===== src/rtl/lh_ootx_frame_decoder.sv =====
// lh_ootx_frame_decoder: OOTX frame decoder (preamble, length, sync, payload writes); CRC-32 check when LH_OOTX_CRC_EN is defined
module lh_ootx_frame_decoder #(
  parameter int MAX_BYTES = 64,
  parameter int ADDR_W = 8,
  parameter int PREAMBLE_ZEROS = 17,
  parameter int SYNC_STAGES = 2
) (
  input  logic              CLK,
  input  logic              RESET_N,
  input  logic              DATA_IN,
  input  logic              DCLK,
  output logic [15:0]       DATA_OUT,
  output logic [ADDR_W-1:0] ADDRESS,
  output logic              WR_EN,
  output logic [15:0]       LENGTH,
  output logic              READY,
  output logic              CRC_OK,
  output logic              ERROR
);
  localparam logic [2:0] HUNT = 3'd0, LEN = 3'd1, PAY = 3'd2, CRC = 3'd3, DONE = 3'd4;
  localparam int ZW = $clog2(PREAMBLE_ZEROS + 1);
  localparam logic [ZW-1:0] ZMAX = ZW'(PREAMBLE_ZEROS);
  logic [SYNC_STAGES-1:0] dclk_s, data_s;
  logic dclk_d, bit_v, bit_d;
  logic [2:0] state;
  logic [ZW-1:0] zc;
  logic [4:0] cnt;
  logic [15:0] sr, wc, word, nwords;
  logic preamble, start, last_word;
  assign word = {sr[14:0], bit_d};
  assign preamble = !bit_d && zc == ZMAX - ZW'(1);
  assign start = state == HUNT && bit_d && zc == ZMAX;
  assign nwords = 16'((17'(LENGTH) + 17'd1) >> 1);
  assign last_word = wc == nwords - 16'd1;
  always_ff @(posedge CLK)
    if (!RESET_N) begin
      dclk_s <= '0;
      data_s <= '0;
      dclk_d <= 1'b0;
      bit_v <= 1'b0;
      bit_d <= 1'b0;
      state <= HUNT;
      zc <= '0;
      cnt <= '0;
      sr <= '0;
      wc <= '0;
      DATA_OUT <= '0;
      ADDRESS <= '0;
      WR_EN <= 1'b0;
      LENGTH <= '0;
      READY <= 1'b0;
      ERROR <= 1'b0;
    end else begin
      dclk_s <= {dclk_s[SYNC_STAGES-2:0], DCLK};
      data_s <= {data_s[SYNC_STAGES-2:0], DATA_IN};
      dclk_d <= dclk_s[SYNC_STAGES-1];
      bit_v <= dclk_s[SYNC_STAGES-1] && !dclk_d;
      bit_d <= data_s[SYNC_STAGES-1];
      WR_EN <= 1'b0;
      READY <= state == DONE;
      ERROR <= 1'b0;
      if (state == DONE) state <= HUNT;
      if (bit_v) begin
        zc <= bit_d ? '0 : zc == ZMAX ? zc : zc + ZW'(1);
        cnt <= cnt == 5'd16 ? '0 : cnt + 5'd1;
        sr <= word;
        if (preamble) state <= HUNT;
        else if (start) begin
          state <= LEN;
          cnt <= '0;
          wc <= '0;
        end else if (state != HUNT && cnt == 5'd16) begin
          if (!bit_d) begin
            ERROR <= 1'b1;
            state <= HUNT;
            zc <= ZW'(1);
          end else if (state == LEN) begin
            LENGTH <= sr;
            ERROR <= sr > 16'(MAX_BYTES);
            state <= sr > 16'(MAX_BYTES) ? HUNT : sr == 16'd0 ? CRC : PAY;
          end else begin
            state <= state == PAY ? (last_word ? CRC : PAY) : wc == 16'd1 ? DONE : CRC;
            wc <= (state == PAY && !last_word) || (state == CRC && wc == 16'd0) ? wc + 16'd1 : 16'd0;
          end
        end else if (state == PAY && cnt == 5'd15) begin
          WR_EN <= 1'b1;
          DATA_OUT <= word;
          ADDRESS <= wc[ADDR_W-1:0];
        end
      end
    end
`ifdef LH_OOTX_CRC_EN
  logic [31:0] crc, rx;
  logic pad;
  assign pad = LENGTH[0] && last_word;
  function automatic logic [31:0] crc_byte(input logic [31:0] c, input logic [7:0] b);
    logic [31:0] r;
    r = c;
    for (int i = 0; i < 8; i++) r = (r >> 1) ^ ((r[0] ^ b[i]) ? 32'hEDB88320 : 32'h0);
    return r;
  endfunction
  always_ff @(posedge CLK)
    if (!RESET_N) begin
      crc <= '1;
      rx <= '0;
      CRC_OK <= 1'b0;
    end else if (bit_v) begin
      if (start) crc <= '1;
      else if (state == PAY && cnt == 5'd15)
        crc <= pad ? crc_byte(crc, word[15:8]) : crc_byte(crc_byte(crc, word[15:8]), word[7:0]);
      if (state == CRC && cnt == 5'd15) rx <= {rx[15:0], word};
      if (state == CRC && cnt == 5'd16 && bit_d && wc == 16'd1)
        CRC_OK <= rx == ~{crc[7:0], crc[15:8], crc[23:16], crc[31:24]};
    end
`else
  assign CRC_OK = 1'b1;
`endif
endmodule


===== config.mk =====
export PLATFORM = sky130hd
export DESIGN_NAME = lh_ootx_frame_decoder
export DESIGN_NICKNAME = d
export VERILOG_FILES = /design/src/rtl/lh_ootx_frame_decoder.sv
export SDC_FILE = /design/constraint.sdc
export NUM_CORES = 1
export LEC_CHECK = 0
export CORE_ASPECT_RATIO = 0.5
export CORE_MARGIN = 1
export CORE_UTILIZATION = 55
export DETAILED_ROUTE_END_ITERATION = 8
export GPL_TIMING_DRIVEN = 0
export PLACE_DENSITY = 0.85
export SYNTH_ARGS = -nofsm -noshare
export SYNTH_HDL_FRONTEND = slang
export SYNTH_SLANG_ARGS = --single-unit

===== constraint.sdc =====
create_clock -name CLK -period 6.5 [get_ports CLK]
set_clock_uncertainty 0.15 [all_clocks]
set_input_delay 1.3 -clock CLK [delete_from_list [all_inputs] [get_ports CLK]]
set_output_delay 1.3 -clock CLK [all_outputs]
set_load 0.005 [all_outputs]

==> flow_metrics.tcl <==
set metrics [dict create \
    status "finished, final reports clean" \
    area_growth_pct 17.23 \
    synth_edf_count 0 \
    tightest_slew_ns 1.240 \
    fin_setup_tns_ns 0 \
    worstPathRequired_ns 6.63 \
    drv_slew 0 \
    drt-initial-drc-count 396 \
    nets 687 \
    cp-end-kind "flip-flop" \
    ys_seq_elements 95 \
    crit_arrival_ns 3.97 \
    place_congestion 0.8905 \
    crit_start "LENGTH[0]" \
    cts_inserted_buffers 9 \
    min_period_over_period_pct 59.08 \
    crit_fanout 10 \
    setup_viol 0 \
    cts_setup_buffers 0 \
    fillCellCount 763 \
    final.min_clock_period_ns 3.841 \
    fmax_mhz 260.4 \
    hold_violations 0 \
    ys_async_sr_fraction_pct 0 \
    grt_usage_pct 27.17 \
    drtPass1Iterations 6 \
    power_density_nw_per_um2 181.3 \
    drcViolationCount 0 \
    grt_setup_unrepaired "false" \
    fp.dieW_um 142.7 \
    final_common_cell "dfxtp_1" \
    via_per_inst 5.927 \
    slew_headroom_pct 16.70 \
    cts-resized-gates 0 \
    overflow 0 \
    path_class "reg2reg" \
    regArea_sq_um 1902 \
    ant_nets 0 \
    drive_above_1_share_pct 6.647 \
    synth-main-ff-cell "dfxtp_1" \
    cts.clk_slew.worst_paths_ns 0.07 \
    grt_antenna_before_repair 0 \
    start_util_pct 57.21 \
    diodes 0 \
    grt_max_degree 18 \
    syn_inst 615 \
    cts_tree "done" \
    syn_avg_cell_area_sq_um 8.846 \
    rows 25 \
    final_cell_mix "95 x dfxtp_1, 65 x nor2b_1, 57 x mux2i_1, 46 x clkdlybuf4s50_1, 45 x nand2_1" \
    netlist_area_sq_um 5440 \
    multi_input_area_sq_um 3268 \
    design.die.area_sq_um 10320 \
    worstReg2RegStart "LENGTH[0]" \
    io_buffers 46 \
    grt_pass1_vias 4289 \
    finalPower_mw 1.157 \
    p_leak_nw 2.169 \
    vias 4813 \
    cap_violations 0 \
    wl_um 13510 \
    synth_nets 630 \
    die_h_um 72.33 \
    clk_latency_ns 0.35 \
    hpwl_um 9524 \
    peakVddDrop_mv 0.1308 \
    clock-sinks 95 \
    cts_root_buf "clkbuf_16" \
    grt_pass1_wl_um 21740 \
    critical_path.startpoint_type "flip-flop" \
    cts_hold_buffers 0 \
    h-tree-depth 3 \
    min-delay-start "dclk_d" \
    synth-seq-area-share_pct 34.96 \
    hold_path.class "reg2reg" \
    ios 48 \
    ys_types 67 \
    clock_path_buffers 2 \
    wire_per_inst_um 16.63 \
    yosysWarnings 0 \
    core_area_sq_um 9509 \
]
==> sequential cells by signal, indices dropped and copies added (netlist names), 2 cells and up <==
signal / flops
dclk_s: 2
wc: 16
DATA_OUT: 16
ADDRESS: 8
state: 3
cnt: 5
LENGTH: 16
data_s: 2
sr: 16
zc: 5
==> logic make-up (layout without fill, tap and decap cells) <==
family	after synthesis	after routing	synth area share (%)
buf+inv	54	116	4.968
other cells	1	1	0.06893
mux	57	57	10.49
fa+ha+maj	11	11	2.530
simple gates	265	265	28.01
xor+xnor	40	40	6.693
flops	95	95	34.96
compound gates	92	92	12.28
==> metal layers <==
metal  track usage, %  up-vias  share of wire (%)
li1                 -     2313                  -
met1            35.08     2311                 45
met2            44.39      165                 46
met3            8.251       24                6.9
met4            7.288        0                1.5
met5                0        -                  0
==> per-stage QoR <==
stage               setup slack (ns)  hold WS [ns]  utilization [%]  cell area (sq um)  cells
floorplan                      3.106        0.2174                -               5440    615
global placement               2.887        0.2231            63.83               6070    796
detailed placement             2.826        0.2238            63.83               6070    796
CTS                            2.784        0.2383            67.07               6377    812
global route                   2.346        0.2644            67.07               6377    812
finish                         2.660        0.2323            67.07               6377    812
==> path summary, 6_finish.rpt <==
path	endpoint	slack, ns	depth (start not counted)
setup / recovery	wc[11]	2.66	13
hold / removal	bit_v	0.23	1
setup reg to reg	wc[11]	2.66	13
hold reg to reg	bit_v	0.23	1
==> cell usage after synthesis, types with 7 or more instances <==
cell type  count  area [sq um]
clkbuf_1      25         93.84
nand4_1        8         50.05
nand4b_1       7         61.31
mux2i_1       57         570.6
nor2_1        15         56.30
inv_1         12         45.04
dfxtp_1       95          1902
nor2b_1       65         406.6
buf_6          7         78.83
a21oi_1       25         125.1
ha_1          11         137.6
and2_1        12         75.07
and3_1        20         125.1
nand3_1       26         130.1
o21ai_0       17         85.08
nor3_1        19         95.09
nand2_1       45         168.9
nand3b_1       7         52.55
xor2_1        15         131.4
nor4_1        13         81.33
a31oi_1       16         100.1
xnor2_1       24         210.2
==> report_power, final <==
group	switching [mW]	internal (mW)	total (mW)
sequential	0.00114	0.584	0.585
clock	0.237	0.303	0.540
combinational	0.0185	0.0131	0.0316
total	0.257	0.900	1.16
==> area by class of cell <==
type | count | area share, %
multi-input combinational | 466 | 51.25
sequential | 95 | 29.82
timing repair buffer | 46 | 7.220
clock buffer | 9 | 3.531
buffer | 41 | 3.473
tap | 135 | 2.649
clock inverter | 7 | 1.295
inverter | 13 | 0.7652
==> worst max-delay path, cell delays in order (launching register included) <==
cell,delay [ns]
dfxtp_1,0.33
ha_1,0.27
and3_1,0.22
buf_6,0.15
nor4_1,0.37
o211ai_1,0.34
a2111oi_4,0.43
a2111oi_1,0.15
a41oi_1,0.24
o211ai_2,0.17
a211oi_4,0.49
buf_6,0.22
nand3b_1,0.09
a31oi_1,0.17
Note: power is estimated with default switching activity, not from simulation.
